File: src/rtl/picomips_pkg.sv
// picomips_pkg: shared FSM state encoding and NOP word for the program memory.
package picomips_pkg;

    typedef enum logic [1:0] {IDLE, LOAD, DONE} state_t;

    localparam int MAX_INSTR_W = 64;
    localparam logic [MAX_INSTR_W-1:0] NOP = '0;

endpackage

File: src/rtl/progmem_ram.sv
// progmem_ram: single-port synchronous RAM with write enable and registered read.
module progmem_ram #(
    parameter int WIDTH  = 10,
    parameter int DEPTH  = 32,
    parameter int ADDR_W = $clog2(DEPTH)
) (
    input  logic              clk_i,
    input  logic              we_i,
    input  logic [ADDR_W-1:0] addr_i,
    input  logic [WIDTH-1:0]  wdata_i,
    output logic [WIDTH-1:0]  rdata_o
);

    logic [WIDTH-1:0] mem_q [DEPTH];

    // Contents are deliberately not reset so a program survives a CPU reset.
    always_ff @(posedge clk_i) begin
        if (we_i) mem_q[addr_i] <= wdata_i;
        rdata_o <= mem_q[addr_i];
    end

endmodule

File: src/rtl/loadable_program_memory.sv
// loadable_program_memory: CPU program store downloaded through a valid/ready stream.
// Define PROGMEM_PARITY_EN to store an even-parity bit per word and expose ParityErr.
module loadable_program_memory
    import picomips_pkg::*;
#(
    parameter int ADDR_W  = 5,
    parameter int INSTR_W = 10
) (
    input  logic               Clock,
    input  logic               nReset,
    input  logic [ADDR_W-1:0]  Addr,
    output logic [INSTR_W-1:0] Instruction,
    input  logic               LoadStart,
    input  logic               LoadValid,
    input  logic [INSTR_W-1:0] LoadData,
    input  logic               LoadLast,
    output logic               LoadReady,
    output logic               LoadDone,
    output logic               Busy,
`ifdef PROGMEM_PARITY_EN
    output logic               ParityErr,
`endif
    output logic [ADDR_W:0]    WordCount
);

    localparam int DEPTH = 2**ADDR_W;
`ifdef PROGMEM_PARITY_EN
    localparam int MEM_W = INSTR_W + 1;
`else
    localparam int MEM_W = INSTR_W;
`endif

    state_t            state_q, state_d;
    logic [ADDR_W-1:0] ptr_q, ptr_d;
    logic [ADDR_W:0]   wcount_q, wcount_d;
    logic              hit_q;
    logic              accept, last_word;
    logic [MEM_W-1:0]  wr_word, rd_word;

    assign accept    = (state_q == LOAD) && LoadValid;
    assign last_word = LoadLast || (ptr_q == ADDR_W'(DEPTH-1));

    always_comb begin
        state_d  = state_q;
        ptr_d    = ptr_q;
        wcount_d = wcount_q;
        unique case (state_q)
            IDLE: if (LoadStart) begin
                state_d  = LOAD;
                ptr_d    = '0;
                wcount_d = '0;
            end
            LOAD: if (accept) begin
                ptr_d = ptr_q + 1'b1;
                if (last_word) begin
                    state_d  = DONE;
                    wcount_d = {1'b0, ptr_q} + 1'b1;
                end
            end
            DONE:    state_d = IDLE;
            default: state_d = IDLE;
        endcase
    end

    always_ff @(posedge Clock) begin
        if (!nReset) begin
            state_q  <= IDLE;
            ptr_q    <= '0;
            wcount_q <= '0;
            hit_q    <= 1'b0;
        end else begin
            state_q  <= state_d;
            ptr_q    <= ptr_d;
            wcount_q <= wcount_d;
            hit_q    <= {1'b0, Addr} < wcount_q;
        end
    end

`ifdef PROGMEM_PARITY_EN
    assign wr_word   = {^LoadData, LoadData};
    assign ParityErr = !Busy && hit_q && (^rd_word);
`else
    assign wr_word = LoadData;
`endif

    // The single port is stolen for writes only while a word is being accepted.
    progmem_ram #(.WIDTH(MEM_W), .DEPTH(DEPTH), .ADDR_W(ADDR_W)) u_ram (
        .clk_i  (Clock),
        .we_i   (accept),
        .addr_i (accept ? ptr_q : Addr),
        .wdata_i(wr_word),
        .rdata_o(rd_word)
    );

    assign LoadReady   = (state_q == LOAD);
    assign LoadDone    = (state_q == DONE);
    assign Busy        = (state_q != IDLE);
    assign WordCount   = wcount_q;
    assign Instruction = (Busy || !hit_q) ? NOP[INSTR_W-1:0] : rd_word[INSTR_W-1:0];

endmodule

File: config.mk
export PLATFORM = sky130hd
export DESIGN_NAME = loadable_program_memory
export DESIGN_NICKNAME = d
export VERILOG_FILES = /design/src/rtl/picomips_pkg.sv /design/src/rtl/progmem_ram.sv /design/src/rtl/loadable_program_memory.sv
export SDC_FILE = /design/constraint.sdc
export NUM_CORES = 1
export LEC_CHECK = 0
export CAP_MARGIN = 10
export CORE_ASPECT_RATIO = 1.5
export CORE_MARGIN = 5
export CORE_UTILIZATION = 40
export DETAILED_ROUTE_END_ITERATION = 6
export PLACE_DENSITY = 0.54
export SETUP_SLACK_MARGIN = 0.05
export SYNTH_ARGS = -nofsm -noshare
export SYNTH_HDL_FRONTEND = slang
export SYNTH_SLANG_ARGS = --single-unit
File: constraint.sdc
create_clock -name Clock -period 2.8 [get_ports Clock]
set_input_delay 0.56 -clock Clock [delete_from_list [all_inputs] [get_ports Clock]]
set_output_delay 0.56 -clock Clock [all_outputs]
set_load 0.005 [all_outputs]
* Word level (Yosys, flattened, before mapping)
Memories as Yosys holds them, arrays and structs flattened. A register that Yosys moved wholly into a read port is not among the register bits.
Index checks and enable logic that the tools add are counted.
** Storage, ports and cells
- Memory bits (read-only) :: 0
- Memories kept :: 1
- Bits in writable memories :: 320
- Logic and storage cells :: 39
- Latch bits :: 0
- Register bits :: 14
** Operators by class
- Order comparisons :: 1
- Add/subtract/negate cells :: 2
- Shift operators :: 0
- Mux-type cells :: 15
- Divide/modulo/power cells :: 0
- Equality and inequality tests :: 6
- Multiply operators :: 0
- Bitwise operators :: 0
- Reduce and logical (&&, ||, !) cells :: 10
** Memories
- u_ram.mem_q :: depth 32, bits a word 10, read ports 1, clocked after memory_dff 1, write ports 1, RTL line progmem_ram.sv:14 : logic [WIDTH-1:0] mem_q [DEPTH];
** Operators by type and width (count)
- two-way mux 6 bit :: 3
- two-way mux 5 bit :: 3
- one-hot mux 6 bit (2 select lines) :: 1
- two-way mux 10 bit :: 1
- one-hot mux 5 bit (2 select lines) :: 1
- adder 5 x 1 -> 6 bit, second input constant :: 1
- less-than comparator 5 x 6 -> 1 bit :: 1
- two-way mux 2 bit :: 3
- AND reduction 3 bit :: 2
- adder 5 x 1 -> 5 bit, second input constant :: 1
- == test 5 bit, second input constant :: 1
- != test 2 x 1 -> 1 bit, second input constant :: 2
- one-hot mux 2 bit (2 select lines) :: 1
- AND reduction 4 bit :: 1
- nonzero test 2 bit :: 2
- == test 2 x 1 -> 1 bit, second input constant :: 1
- == test 2 bit, second input constant :: 1
- logical NOT 2 bit :: 1
- logical OR 1 bit :: 2
- two-way mux 1 bit :: 2
- != test 2 bit, second input constant :: 1
- logical AND 1 bit :: 1
- logical NOT 1 bit :: 1

* Depth between registers and ports, before layout
Gate-level depths: netlist of the first run.
- Depth after elaboration :: 5
- Gate-level depth with buffers :: 11

* Cells and area by module
From an unflattened synthesis of the first run, not the netlist that was laid out.
** Unflattened totals
- Cell total of the unflattened synthesis :: 806
- Area total of the unflattened synthesis :: 13618.1 um^2
** Modules (own cells, without submodules)
- progmem_ram :: cells each 699, seq. area each 9809.4 um^2, times used 1, area each 12670.9 um^2
- loadable_program_memory :: cells each 107, seq. area each 280.3 um^2, times used 1, area each 947.2 um^2

* Least setup slack after synthesis of the first run
Ideal clock, no wire load.
- Kind :: input -> register
- Start point :: input LoadValid
- End point :: memory u_ram.mem_q[26][0], enable pin
- Data required time :: 2.424 ns
- Arrival time :: 2.018 ns
- Library setup time :: 0.376 ns
- Path slack :: 0.406 ns
- Stages on the path :: 6
- Path through :: nand3b_4 -> buf_4 -> mux2i_1 -> nand3_1 -> buf_2 -> nor2_1
** Between the ends
- Cells in the longest elaborated chain, start to end :: 3
** RTL lines
- from (decl) :: RTL line loadable_program_memory.sv:14 : input logic LoadValid,
- logical AND 1 bit * :: RTL line loadable_program_memory.sv:40 : assign accept = (state_q == LOAD) && LoadValid;
- two-way mux 1 bit :: RTL line progmem_ram.sv:18 : if (we_i) mem_q[addr_i] <= wdata_i;
- two-way mux 1 bit (not written as such) :: RTL line progmem_ram.sv:18
- to (decl) :: RTL line progmem_ram.sv:14
Mark *: on every way between the ends. The rest lies on a longest branch, timed or not.

* Final worst setup path of the first run
- Start point :: register state_q[1]
- End point :: output Instruction[1]
** Between the ends
- Cells in the longest elaborated chain, start to end :: 3
** RTL lines
- from (decl) :: RTL line loadable_program_memory.sv:33 : state_t state_q, state_d;
- from (signal assigned) :: RTL line loadable_program_memory.sv:72 : state_q <= state_d;
- nonzero test 2 bit :: RTL line loadable_program_memory.sv:97 : assign Busy = (state_q != IDLE);
- logical OR 1 bit :: RTL line loadable_program_memory.sv:99 : assign Instruction = (Busy || !hit_q) ? NOP[INSTR_W-1:0] : rd_word[INSTR_W-1:0];
- two-way mux 10 bit :: RTL line loadable_program_memory.sv:99
- to (decl) :: RTL line loadable_program_memory.sv:12 : output logic [INSTR_W-1:0] Instruction,
No other way between the ends.

==> flow_summary.json, run 1 <==
{
  "holdWs_ns": 0.508,
  "htree_levels": 1,
  "cp.arrival_ns": 2.11,
  "async_flop_share_pct": 0,
  "final_max_slew_viol_count": 0,
  "relSlewSlack_pct": 66.8,
  "grt-ovfl-total": 0,
  "fillers": 3156,
  "dieArea_um2": 39900,
  "placed_cells": 1571,
  "drc": 0,
  "synth_xor_area_share_pct": 0.122,
  "design.core.area_um2": 35700,
  "hold_viol_final": 0,
  "synth_compound_area_share_pct": 6.05,
  "peakVddDrop_uv": 485,
  "finalInstanceArea_um2": 17500,
  "crit_buf_inv": 2,
  "drt_iter0_markers": 662,
  "wl_mm": 38.2,
  "io_pins": 39,
  "grt_max_degree": 43,
  "hold_class": "reg2reg",
  "die_w_um": 165,
  "clkPwrFrac_pct": 41.4,
  "powerDensity_nw_per_um2": 642,
  "synth_edf_count": 320,
  "tns_ns": 0,
  "postRouteAntennaNets": 0,
  "synth_warnings": 0,
  "sw_frac_of_total_pct": 21.7,
  "rsz0062_at_grt": "false",
  "seq_power_share_pct": 50.5,
  "r2r-start": "state_q[0]",
  "finalCriticalPeriod_ns": 2.67,
  "ys.flop_type": "edfxtp_1",
  "status": "finished clean",
  "area_growth_pct": 21.8,
  "ctsHoldBuffers": 0,
  "p_leak_nw": 6.28,
  "mostFrequentLayoutCells": "edfxtp_1, nand2_1, buf_4",
  "drive_gt1_share_pct": 23.0,
  "clock-root-buffer": "clkbuf_16",
  "synth_mux_area_share_pct": 10.7,
  "fin_ws_ns": 0.128,
  "die_y_um": 242,
  "rows": 85,
  "fin_util_pct": 49.0,
  "power_mw": 11.2,
  "diodes": 0,
  "synth_fa_ha_area_share_pct": 0.522,
  "critPathCaptureType": "output port",
  "nets": 1159,
  "cts_sinks": 344,
  "ys_seq_area_share_pct": 70.2,
  "criticalPathCategory": "reg2out",
  "crit_start": "state_q[1]",
  "internal_power_mw": 8.80,
  "min-delay-start": "WordCount[5]",
  "startpoint_type": "flop",
  "io_buffer_count": 38,
  "wl_per_cell_um": 23.3,
  "setup-violations-final": 0,
  "synth_top_family_by_area": "multiplexers",
  "via_per_inst": 5.36,
  "crit_required_ns": 2.24,
  "cp_top_family": "buffers and inverters",
  "drv_cap": 0,
  "finClkSkew_ns": 0.0293,
  "syn_nets": 993,
  "avgSynthCellArea_um2": 14.9,
  "dr.pass1.iters": 5,
  "cp_max_fo": 4,
  "cp_slowest_stage_delay_ns": 0.50,
  "grt_antenna_before_repair": 0,
  "comb_power_share_pct": 8.1,
  "dpl_worst_slack_ns": -0.137,
  "crit_chain": "or2_4, nor2_4, buf_8, and2_1, clkdlybuf4s50_1",
  "cts_buffers": 31,
  "syn_area_um2": 14400,
  "grt_usage_pct": 19.4,
  "cts_buffer_depth": 3,
  "syn_inst": 967,
  "slowest_stage": "clkdlybuf4s50_1",
  "dpl-instance-area_um2": 16300,
  "tritoncts": "yes",
  "place_congestion": 0.848,
  "clk_latency_ns": 0.59,
  "start_util_pct": 40.2,
  "grt_pass1_wl_mm": 57.3,
  "grt_pass1_vias": 9142,
  "dp_hpwl_mm": 25.5,
  "p_switching_mw": 2.44,
  "layout_worst_path_cycle_share_pct": 95.4,
  "stdcell_count": 1636,
  "synth_seq_cells": 344,
  "clk_pin_slew_worst_paths_ns": 0.07,
  "synth_cell_types": 44,
  "synthSimpleGateAreaFrac_pct": 9.86,
  "via_count": 8765,
  "final_common_cell": "edfxtp_1",
  "worst_slew_pin_slew_ns": 0.497,
  "max_freq_mhz": 374
}
-- final cells by class --
| type | instances | area [µm²] | area share (%) |
|---|---|---|---|
| sequential | 344 | 10100 | 57.7 |
| multi-input combinational | 555 | 3960 | 22.6 |
| timing repair buffer | 190 | 1700 | 9.68 |
| clock buffer | 40 | 840 | 4.80 |
| tap | 478 | 598 | 3.42 |
| clock inverter | 18 | 280 | 1.60 |
| inverter | 11 | 41.3 | 0.236 |
-- state kept, by name, summed over array words and instances, names as in the netlist --
name and cells:
u_ram.mem_q 320, hit_q 1, ptr_q 5, u_ram.rdata_o 10
state_q 2, WordCount 6
-- kinds of logic (layout without fill, tap and decap cells) --
kind of cell | count (synthesis) | after routing
flops | 344 | 344
simple gates | 318 | 318
compound gates | 139 | 139
mux | 90 | 90
buf+inv | 68 | 259
fa+ha+maj | 6 | 6
xor+xnor | 2 | 2
-- repair_timing --
| item | in CTS | in global routing |
|---|---|---|
| pin swaps | 1 | 1 |
| setup buffers | 6 | 0 |
| gates resized for setup | 24 | 1 |
| hold endpoints to repair | 0 | 0 |
| endpoints found under the setup margin | 10 | 4 |
| cloned | 1 | 0 |
-- per-layer routing --
| layer | track usage (%) | up-vias | share of wire, % |
|---|---|---|---|
| met4 | 8.00 | 0 | 4.3 |
| met5 | 0 | - | 0 |
| met3 | 2.31 | 64 | 4.2 |
| li1 | - | 4033 | - |
| met2 | 34.4 | 219 | 53 |
| met1 | 23.7 | 4449 | 39 |
-- Yosys cell counts, types with 3 or more instances --
| cell | instances | share of area, % |
|---|---|---|
| and2_1 | 13 | 0.57 |
| a211oi_1 | 12 | 0.63 |
| buf_4 | 4 | 0.21 |
| nor3_1 | 5 | 0.17 |
| nor2b_1 | 17 | 0.74 |
| mux4_2 | 43 | 6.7 |
| inv_1 | 11 | 0.29 |
| nand3_1 | 68 | 2.4 |
| buf_2 | 29 | 1.0 |
| dfxtp_1 | 24 | 3.3 |
| edfxtp_1 | 320 | 67 |
| o21ai_0 | 3 | 0.10 |
| nand2_1 | 165 | 4.3 |
| mux4_1 | 6 | 1.1 |
| a221oi_1 | 5 | 0.30 |
| mux2_2 | 3 | 0.24 |
| a311oi_1 | 4 | 0.24 |
| a21o_1 | 6 | 0.31 |
| a21oi_1 | 66 | 2.3 |
| clkbuf_1 | 14 | 0.37 |
| a41oi_1 | 4 | 0.24 |
| a31oi_1 | 11 | 0.48 |
| mux2i_1 | 38 | 2.6 |
| buf_1 | 5 | 0.13 |
| nor2_1 | 37 | 0.97 |
| nand2b_1 | 4 | 0.17 |
| a22oi_1 | 12 | 0.63 |
| ha_1 | 6 | 0.52 |
| o22ai_1 | 11 | 0.48 |
-- worst register-to-register path, stage by stage (launching register included) --
cell      delay [ns]
dfxtp_4         0.34
buf_4           0.15
buf_4           0.16
and4b_1         0.23
a21oi_4         0.18
buf_12          0.18
mux4_1          0.56
nor2b_1         0.14
a221oi_1        0.24
nand3_1         0.10
-- power by group through the flow --
stage               clock (mW)  sequential, mW  combinational, mW
floorplan                    0            5.78              0.461
global placement             0            5.80              0.894
detailed placement           0            5.79              0.901
CTS                       4.74            5.68              0.921
global route              4.93            5.68              0.987
finish                    4.65            5.68              0.910
-- final timing paths --
path | endpoint | slack (ns) | cells after the start
worst max register to register | u_ram.rdata_o[4] | 0.38 | 9
worst min-delay path | hit_q | 0.51 | 1
worst max-delay path | Instruction[1] | 0.13 | 5
worst min register to register | hit_q | 0.51 | 1
Power figures use the tool's default switching activity.
==> inputs of run 2 (changes only) <==
==> constraint.sdc (replaced) <==
create_clock -name Clock -period 2.8 [get_ports Clock]
set_input_delay 0.42 -clock Clock [delete_from_list [all_inputs] [get_ports Clock]]
set_output_delay 0.42 -clock Clock [all_outputs]
set_load 0.005 [all_outputs]
==> run 2 against run 1 <==
Clock power is 4% lower. Design area decreased by 1.2%. Critical path type unchanged. Sequential share of layout area is 0.67 points higher. Hold slack worse by 0.0082 ns. Clock skew is 0.011 ns lower. Critical endpoint is now Instruction[6]. Sequential cell count unchanged. Largest power group unchanged. Register-to-register slack better by 0.05 ns.
==> flow_summary.json, run 2 (synthesis results as in run 1) <==
{
  "cts_buffers": 34,
  "drt_iter0_markers": 674,
  "area_growth_pct": 20.4,
  "design.core.area_um2": 35700,
  "powerDensity_nw_per_um2": 639,
  "seq_power_share_pct": 51.3,
  "via_per_inst": 5.38,
  "finClkSkew_ns": 0.0182,
  "final_common_cell": "edfxtp_1",
  "grt_pass1_wl_mm": 56.4,
  "peakVddDrop_uv": 330,
  "stdcell_count": 1615,
  "min-delay-start": "WordCount[5]",
  "largest_reg_flops": 320,
  "power_mw": 11.1,
  "status": "finished clean",
  "grt_usage_pct": 19.1,
  "io_buffer_count": 38,
  "hold_class": "reg2reg",
  "cts_sinks": 344,
  "ff2ff_path_depth": 7,
  "min_path_cells": 1,
  "reg2reg_slack_ns": 0.43,
  "setup-violations-final": 0,
  "fillers": 3140,
  "fin_util_pct": 48.4,
  "ctsHoldBuffers": 0,
  "cts_buffer_depth": 3,
  "tritoncts": "yes",
  "r2r-start": "state_q[1]",
  "placed_cells": 1553,
  "clkPwrFrac_pct": 40.5,
  "top_register": "u_ram.mem_q",
  "die_y_um": 242,
  "grt_antenna_before_repair": 0,
  "nets": 1139,
  "grt-ovfl-total": 0,
  "p_leak_nw": 6.08,
  "dpl-instance-area_um2": 16200,
  "diodes": 0,
  "wl_mm": 37.8,
  "p_switching_mw": 2.46,
  "drive_gt1_share_pct": 20.8,
  "io_pins": 39,
  "clk_pin_slew_worst_paths_ns": 0.07,
  "criticalPathCategory": "reg2out",
  "place_congestion": 0.861,
  "max_freq_mhz": 377,
  "finalCriticalPeriod_ns": 2.66,
  "comb_power_share_pct": 8.1,
  "cp_max_fo": 9,
  "dp_hpwl_mm": 25.2,
  "final_max_slew_viol_count": 0,
  "postRouteAntennaNets": 0,
  "drv_cap": 0,
  "wl_per_cell_um": 23.4,
  "clk_latency_ns": 0.52,
  "via_count": 8692,
  "startpoint_type": "flop",
  "finalInstanceArea_um2": 17300,
  "internal_power_mw": 8.60,
  "layout_worst_path_cycle_share_pct": 94.8,
  "mostFrequentLayoutCells": "edfxtp_1, nand2_1, buf_4",
  "worst_slew_pin_slew_ns": 0.510,
  "crit_required_ns": 2.38,
  "drc": 0,
  "grt_pass1_vias": 9066,
  "critPathCaptureType": "output port",
  "worst_hold_path.endpoint": "hit_q",
  "htree_levels": 2,
  "r2r-end": "u_ram.mem_q[1][3]",
  "holdWs_ns": 0.499,
  "hold_viol_final": 0,
  "sw_frac_of_total_pct": 22.2,
  "relSlewSlack_pct": 66.0,
  "clock-root-buffer": "clkbuf_16",
  "start_util_pct": 40.2,
  "dieArea_um2": 39900,
  "cp.arrival_ns": 2.24,
  "rows": 85,
  "dr.pass1.iters": 5,
  "rsz0062_at_grt": "false",
  "grt_max_degree": 43,
  "die_w_um": 165
}
==> run 2: repair_timing <==
| item | 4_1_cts | 5_1_grt |
|---|---|---|
| gates resized for setup | 5 | 5 |
| endpoints found under the setup margin | 7 | 9 |
| cloned | 0 | 1 |
| buffers inserted | 1 | 0 |
==> run 2: worst max path at each step <==
stage | from | end | cells past startpoint
final | state_q[1] | Instruction[6] | 5
after global routing | state_q[0] | Instruction[0] | 5
after CTS | state_q[1] | Instruction[0] | 5
after detailed placement | LoadValid | u_ram.rdata_o[6] | 10
after global placement | LoadValid | u_ram.rdata_o[6] | 10
after floorplan | state_q[1] | u_ram.mem_q[26][0] | 6
==> run 2: per-layer routing <==
| metal | wire (µm) | global-route usage, % | share of wire, % | vias to the layer above |
|---|---|---|---|---|
| met1 | 15000 | 23.7 | 40 | 4410 |
| met2 | 19900 | 33.8 | 53 | 219 |
| met5 | 0 | 0 | 0 | - |
| met4 | 1270 | 6.56 | 3.3 | 0 |
| li1 | - | - | - | 3993 |
| met3 | 1710 | 2.76 | 4.5 | 70 |
==> run 2: power by group through the flow <==
| stage | Sequential [mW] | Combinational, mW | Clock [mW] |
|---|---|---|---|
| 6_report | 5.68 | 0.898 | 4.48 |
| 4_1_cts | 5.68 | 0.907 | 4.59 |
| 5_1_grt | 5.68 | 0.972 | 4.82 |
| 3_3_place_gp | 5.79 | 0.892 | 0 |
| 3_5_place_dp | 5.79 | 0.897 | 0 |
| 2_1_floorplan | 5.78 | 0.461 | 0 |
==> run 2: per-stage QoR <==
step                setup WS, ns  setup TNS [ns]
floorplan                  0.471               0
global placement         -0.0357          -0.196
detailed placement       -0.0834           -2.68
CTS                       0.0532               0
global route              0.0713               0
finish                     0.145               0
==> run 2: layout make-up <==
class / count / area (µm²) / share of cell area [%]
flip-flops and latches: 344 / 10100 / 58.3
multi-input cells: 555 / 3950 / 22.8
repair buffers: 167 / 1550 / 8.93
clock buffers: 43 / 906 / 5.23
well taps: 478 / 598 / 3.46
clock inverters: 17 / 168 / 0.969
inverters: 11 / 41.3 / 0.239
==> run 2: worst max-delay path, cell delays in order (launching register included) <==
cell and delay [ns]:
dfxtp_2 0.36, or2_4 0.27, nor2_4 0.15, buf_2 0.23, and2_4 0.19, clkdlybuf4s50_1 0.50
==> inputs of run 3 (changes only) <==
--- a/config.mk
+++ b/config.mk
@@ -10,7 +10,7 @@
 export CORE_MARGIN = 5
 export CORE_UTILIZATION = 40
 export DETAILED_ROUTE_END_ITERATION = 6
-export PLACE_DENSITY = 0.54
+export PLACE_DENSITY = 0.56
 export SETUP_SLACK_MARGIN = 0.05
 export SYNTH_ARGS = -nofsm -noshare
 export SYNTH_HDL_FRONTEND = slang
==> constraint.sdc (replaced) <==
create_clock -name Clock -period 2.4 [get_ports Clock]
set_input_delay 0.36 -clock Clock [delete_from_list [all_inputs] [get_ports Clock]]
set_output_delay 0.36 -clock Clock [all_outputs]
set_load 0.005 [all_outputs]
==> run 3 against run 2 <==
Sequential cell count unchanged. Utilization grew 1.1 points. Clock power grew 25%. Power rose by 21%. Wire length is 2.9% lower. Cell count rose by 2.1%. Setup slack lost 0.043 ns. Clock-buffer cell count up 4. Global-route usage shrank 0.52 points. Die area unchanged. Non-clock buffer count up 33. Critical path type is now in2reg.
==> flow_summary.json, run 3 (synthesis results as in run 1) <==
{
  "cts_sinks": 344,
  "diodes": 0,
  "postRouteAntennaNets": 0,
  "io_buffer_count": 38,
  "ctsHoldBuffers": 0,
  "hold_class": "reg2reg",
  "max_freq_mhz": 435,
  "finClkSkew_ns": 0.0145,
  "clk_latency_ns": 0.53,
  "via_per_inst": 5.27,
  "cp.arrival_ns": 2.69,
  "criticalPathCategory": "in2reg",
  "wl_mm": 36.8,
  "p_switching_mw": 2.87,
  "nets": 1172,
  "worst_slew_pin_slew_ns": 0.476,
  "dr.pass1.iters": 5,
  "layout_worst_path_cycle_share_pct": 95.8,
  "cts_buffer_depth": 3,
  "place_congestion": 0.851,
  "clock-root-buffer": "clkbuf_16",
  "internal_power_mw": 10.5,
  "wl_per_cell_um": 22.3,
  "drv_cap": 0,
  "grt_pass1_vias": 9022,
  "placed_cells": 1581,
  "via_count": 8692,
  "relSlewSlack_pct": 68.3,
  "clk_pin_slew_worst_paths_ns": 0.06,
  "cts_buffers": 34,
  "stdcell_count": 1649,
  "grt_usage_pct": 18.6,
  "io_pins": 39,
  "grt_pass1_wl_mm": 55.3,
  "p_leak_nw": 6.36,
  "top_register": "u_ram.mem_q",
  "final_max_slew_viol_count": 0,
  "final_common_cell": "edfxtp_1",
  "htree_levels": 2,
  "peakVddDrop_uv": 499,
  "rsz0062_at_grt": "false",
  "status": "finished clean",
  "seq_power_share_pct": 49.7,
  "sw_frac_of_total_pct": 21.5,
  "rows": 85,
  "drc": 0,
  "grt_antenna_before_repair": 0,
  "setup-violations-final": 0,
  "holdWs_ns": 0.525,
  "mostFrequentLayoutCells": "edfxtp_1, nand2_1, buf_4",
  "finalCriticalPeriod_ns": 2.30,
  "tns_ns": 0,
  "die_y_um": 242,
  "critPathCaptureType": "flop",
  "startpoint_type": "input pin",
  "die_w_um": 165,
  "dieArea_um2": 39900,
  "drt_iter0_markers": 638,
  "tritoncts": "yes",
  "design.core.area_um2": 35700,
  "comb_power_share_pct": 8.2,
  "start_util_pct": 40.2,
  "area_growth_pct": 23.2,
  "grt_max_degree": 50,
  "hold_viol_final": 0,
  "drive_gt1_share_pct": 24.5,
  "powerDensity_nw_per_um2": 754,
  "grt-ovfl-total": 0,
  "cp_max_fo": 28,
  "largest_reg_flops": 320,
  "dp_hpwl_mm": 24.5,
  "crit_required_ns": 2.79,
  "clkPwrFrac_pct": 42.1
}
[run 3: cell types whose count changed in the layout (fill, tap and decap cells not counted), sizes merged, moves of 2 or more]
cell and delta:
buf +35, bufinv +2, clkbuf +10, clkdlybuf4s50 -10, clkinv -2, clkinvlp -2
[run 3: timing repair]
item,in CTS,in global routing
gates resized for setup,30,19
gates cloned,1,0
endpoints found under the setup margin,12,13
setup buffers,4,2
pin swaps,2,2
[run 3: stage by stage]
step / cell area, µm² / utilization (%) / total power, mW / setup WS (ns)
after floorplan: 14400 / - / 7.28 / 0.0711
after global placement: 16400 / 46.0 / 7.83 / -0.521
after detailed placement: 16400 / 46.0 / 7.84 / -0.509
after CTS: 17700 / 49.5 / 13.5 / -0.104
after global routing: 17700 / 49.5 / 13.8 / 0.0443
final: 17700 / 49.5 / 13.3 / 0.101
[run 3: metal layers]
| layer | global-route usage (%) | up-vias | share of wire, % |
|---|---|---|---|
| met5 | 0 | - | 0 |
| met4 | 8.00 | 0 | 4.4 |
| met3 | 2.55 | 77 | 4.2 |
| met2 | 32.7 | 211 | 53 |
| met1 | 22.6 | 4341 | 38 |
| li1 | - | 4063 | - |
[run 3: final timing paths]
path,from,to,slack (ns),cells past startpoint
worst max-delay path,LoadValid,u_ram.rdata_o[6],0.10,10
worst min-delay path,WordCount[5],hit_q,0.53,1
worst max register to register,state_q[1],u_ram.rdata_o[6],0.15,9
worst min register to register,WordCount[5],hit_q,0.53,1
[run 3: worst max-delay path, stage by stage]
cell and delay (ns):
clkdlybuf4s50_1 0.52, and4b_1 0.31, buf_4 0.18, a21o_2 0.30, buf_12 0.20, buf_4 0.14
nand2_1 0.06, nand3_1 0.09, a22oi_1 0.39, nand3_1 0.13
[run 3: final cells by class]
| class | count | area, µm² |
|---|---|---|
| Inverter | 11 | 41.3 |
| Fill cell | 3127 | 18000 |
| Sequential cell | 344 | 10100 |
| Clock inverter | 14 | 201 |
| Timing Repair Buffer | 200 | 1820 |
| Tap cell | 478 | 598 |
| Multi-Input combinational cell | 555 | 3970 |
| Clock buffer | 47 | 981 |
[run 3: power groups by stage]
| stage | registers [mW] | clock network (mW) | logic [mW] |
|---|---|---|---|
| floorplan | 6.74 | 0 | 0.537 |
| global placement | 6.76 | 0 | 1.07 |
| detailed placement | 6.76 | 0 | 1.08 |
| CTS | 6.63 | 5.75 | 1.09 |
| global route | 6.63 | 5.98 | 1.17 |
| finish | 6.63 | 5.62 | 1.09 |
==> variant 1 (settings of run 2) <==
`ADDR_W`: 5 -> 3.
--- a/src/rtl/loadable_program_memory.sv
+++ b/src/rtl/loadable_program_memory.sv
@@ -3,7 +3,7 @@
 module loadable_program_memory
     import picomips_pkg::*;
 #(
-    parameter int ADDR_W  = 5,
+    parameter int ADDR_W  = 3,
     parameter int INSTR_W = 10
 ) (
     input  logic               Clock,
Interface: changed (resized Addr and WordCount); port bits go from 39 to 35. The function was not compared with the original's and may differ.
==> variant 1 against run 2 <==
  * Setup slack gained 150 ps
  * Critical endpoint is now Instruction[1]
  * First-iteration DRC count shrank 88%
  * Sequential cell count shrank 244
  * Power shrank 73%
  * Final area shrank 72%
  * Area after synthesis shrank 72%
  * Largest cell class unchanged
  * Die area shrank 69%
  * Routed wire length shrank 80%
  * Largest power group unchanged
==> variant 1: results <==
[grt]
grt_pass1_wl_mm = 12.14
grt_max_degree = 21
antenna_found_initial = 0
track_usage_pct = 13.43
first_global_vias = 2177

[timing]
fin_worst_skew_ps = 9.669
relSlewSlack_pct = 71.65

[clocking]
max-clock-path-buffers = 2
numCtsBuffers = 9
ctsResizeCount = 0
worst_skew_pair.late_latency_ps = 330
cts_setup_buffers = 0
cts_htree_levels = 3

[synth]
synth.distinct_cells = 33
synth_xor_area_share_pct = 0
synthMuxAreaShare_pct = 18.47
ys_seq_area_share_pct = 69.76
yosys-top-cells-area = "edfxtp_1 60%, dfxtp_1 10%, mux2_1 5.6%"
synth_nets = 250
synth-compound-area-share_pct = 1.869
synthTopCellsByCount = "80 x edfxtp_1, 20 x dfxtp_1, 20 x mux2_1, 20 x mux2_2, 10 x and2_1"
synth_fa_ha_area_share_pct = 1.246
synth-edff-count = 80
synth_warnings = 0

[setup_path]
critPathLaunch = "state_q[0]"
ff2ff_path_depth = 5
cp.arrival_ps = 2080
r2r-start = "state_q[0]"
cp_max_fo = 13
cpMaxStageDelayCell = "clkdlybuf4s50_1"
r2r_setup_slack_ps = 620
reg2reg_to = "u_ram.rdata_o[0]"

[finish]
largest_reg_flops = 80
finalNetCount = 307
antenna_cells = 0
final_layout_size_suffix_gt1_share_pct = 21.03

[worst_hold_path]
min-delay-start = "WordCount[2]"
whs_endpoint = "WordCount[2]"
whs_path_depth = 2

[placed_design]
gp_congestion = 0.7871
hpwl_mm = 4.864
io_buffers = 34

[power_and_ir_drop]
peakVddDrop_v = 0.0003646
leakage_nw = 1.696

[run_status]
outcome = "finished, final reports clean"

[routing]
drtIter0Drc = 82
wirelength_mm = 7.474
vias = 2046
dr.pass1.iters = 4
==> variant 1: changes by cell type in the layout (fill, tap and decap cells not counted), sizes merged, moves of 31 or more <==
cell,before,now
nand2,165,6
mux2,3,40
a21oi,67,3
nand3,68,3
mux2i,38,4
buf,130,19
clkbuf,43,11
mux4,49,10
edfxtp,320,80
nor2,37,6
==> variant 1: worst register-to-register path, cell delays in order (launching register included) <==
cell	delay (ps)
dfxtp_1	580
nand3b_4	150
mux2i_4	270
buf_12	210
mux2_2	360
mux4_1	490
==> variant 1: layout make-up <==
cell class	count	area, sq um
sequential	100	2803
multi-input combinational	118	1182
timing repair buffer	53	520.5
clock inverter	5	28.78
tap	115	143.9
clock buffer	11	232.7
inverter	3	11.26
fill	810	4822
==> variant 1: through the flow <==
stage | cells | area [sq um] | hold WS [ps] | worst slack [ps] | util, %
detailed placement | 389 | 4661 | 486.8 | 275.7 | 47.83
CTS | 405 | 4922 | 502.3 | 243.9 | 50.51
finish | 405 | 4922 | 496.2 | 295.9 | 50.51
global route | 405 | 4922 | 538.9 | 133.3 | 50.51
global placement | 389 | 4661 | 483.8 | 290.0 | 47.83
floorplan | 228 | 4018 | 483.9 | 757.7 | -
==> variant 1: logic make-up after synthesis <==
group                    after synthesis
flip-flops                           100
buffers and inverters                 10
AO/OA/AOI/OAI                         11
adder cells (fa/ha/maj)                4
AND/OR/NAND/NOR                       49
multiplexers                          54
==> variant 1: worst max-delay path by stage <==
stage                                   to  slack (ps)  depth (start not counted)
after detailed placement  u_ram.rdata_o[0]         280                          6
after global placement    u_ram.rdata_o[7]         290                          6
after global routing        Instruction[0]         130                          5
after CTS                   Instruction[1]         240                          5
after floorplan           u_ram.rdata_o[0]         760                          5
final                       Instruction[1]         300                          5
==> variant 1: report_power, final <==
group,internal [mW],total (mW),switching [mW]
combinational,0.137,0.235,0.0982
clock,0.596,1.08,0.488
sequential,1.63,1.65,0.0152
==> variant 1: per-layer routing <==
layer / vias to the layer above / global-route usage [%] / part of all wire (%)
met5: - / 0 / 0
met4: 0 / 4.463 / 1.2
met3: 6 / 3.693 / 4.1
met2: 46 / 22.73 / 52
met1: 1001 / 16.54 / 42
li1: 993 / - / -
==> variant 2 (config.mk and constraints of run 2) <==
Made on the original files. Register the output `WordCount` once more, without a reset; this adds one clock of latency there. The other outputs are not delayed to match.
--- a/src/rtl/loadable_program_memory.sv
+++ b/src/rtl/loadable_program_memory.sv
@@ -95,7 +95,9 @@
     assign LoadReady   = (state_q == LOAD);
     assign LoadDone    = (state_q == DONE);
     assign Busy        = (state_q != IDLE);
-    assign WordCount   = wcount_q;
+    always_ff @(posedge Clock) begin
+        WordCount <= wcount_q;
+    end
     assign Instruction = (Busy || !hit_q) ? NOP[INSTR_W-1:0] : rd_word[INSTR_W-1:0];
 
 endmodule
Check against the original RTL: not equivalent (Yosys sat finds a counterexample within 4 cycles, from zero or initial values and one cycle with nReset low).
==> variant 2 against run 2 <==
  * Sequential cell count up 6
  * Count of clock-buffer cells in the layout down 1
  * Power up 3.2%
  * Final area up 7.3%
  * Combinational power up 5.7%
  * Largest power group unchanged
  * Register-to-register slack worse by 250 ps
  * Setup slack better by 3.7 ps
  * First-iteration DRC count down 0.15%
  * Area after synthesis up 5.2%
  * Non-clock buffer count up 56
  * Routed wire length up 14%
  * Die area up 4.9%
  * Clock skew down 4.9 ps
  * Critical path depth unchanged
==> variant 2: results <==
[power_and_ir_drop]
comb_power_uw = 949
p_clk_mw = 4.69
switching_power_mw = 2.516
peakVddDrop_v = 0.0003492
powerDensity_nw_per_um2 = 615.0

[synth]
synthTopCellsByCount = "320 x edfxtp_1, 162 x nand2_1, 72 x mux2i_1"
ys_seq_area_share_pct = 67.54
synth-compound-area-share_pct = 5.505
synth_xor_area_share_pct = 0.1159
synthMuxAreaShare_pct = 12.32
yosys-top-cells-area = "edfxtp_1 64%, mux4_2 6.9%, mux2i_1 4.8%"

[grt]
grtUsageMet3_pct = 2.365
first_global_vias = 9926
gr-usage-met1_pct = 25.49
use_met2_pct = 37.71
track_usage_pct = 20.82
grt_pass1_wl_mm = 64.04

[routing]
drtIter0Drc = 673
wl_met2_mm = 22.58
viasPerCell = 5.465
wl_met3_mm = 1.781
wl_met1_mm = 17.22

[timing]
relSlewSlack_pct = 36.61

[setup_path]
cp_max_fo = 10
critPathLaunch = "state_q[0]"

[placed_design]
hpwl_mm = 29.84
gp_congestion = 0.8604
placed_cells = 1704
post-place-ws_ps = -572.7

[worst_hold_path]
min-delay-start = "wcount_q[3]"

[finish]
finalNonFillerCells = 1765

[run_status]
outcome = "finished, final reports clean"
variant 2: worst paths after layout:
kind | endpoint | slack [ps] | cells after the start
max | Instruction[0] | 150 | 5
max reg2reg | u_ram.rdata_o[6] | 180 | 9
min reg2reg | WordCount[3] | 370 | 0
min | WordCount[3] | 370 | 0
variant 2: timing repair:
item,CTS,global route
setup buffers,0,0
gates resized for setup,2,4
hold endpoints to repair,0,0
endpoints found under the setup margin,2,5
pin swaps,0,1
variant 2: area by class of cell:
cell class              instances  area, sq um
clock buffers                  42        944.7
clock inverters                19        193.9
fillers                      3259        18880
inverters                       7        26.28
multi-input cells             635         4602
flip-flops and latches        350        10210
well taps                     489        611.8
repair buffers                223         1968
variant 2: logic make-up after synthesis:
family	Yosys count
buffers and inverters	78
AOI/OAI and AO/OA	113
and+or+nand+nor	387
xor gates and xnor gates	2
DFF	350
adders and majority gates	6
muxes	127
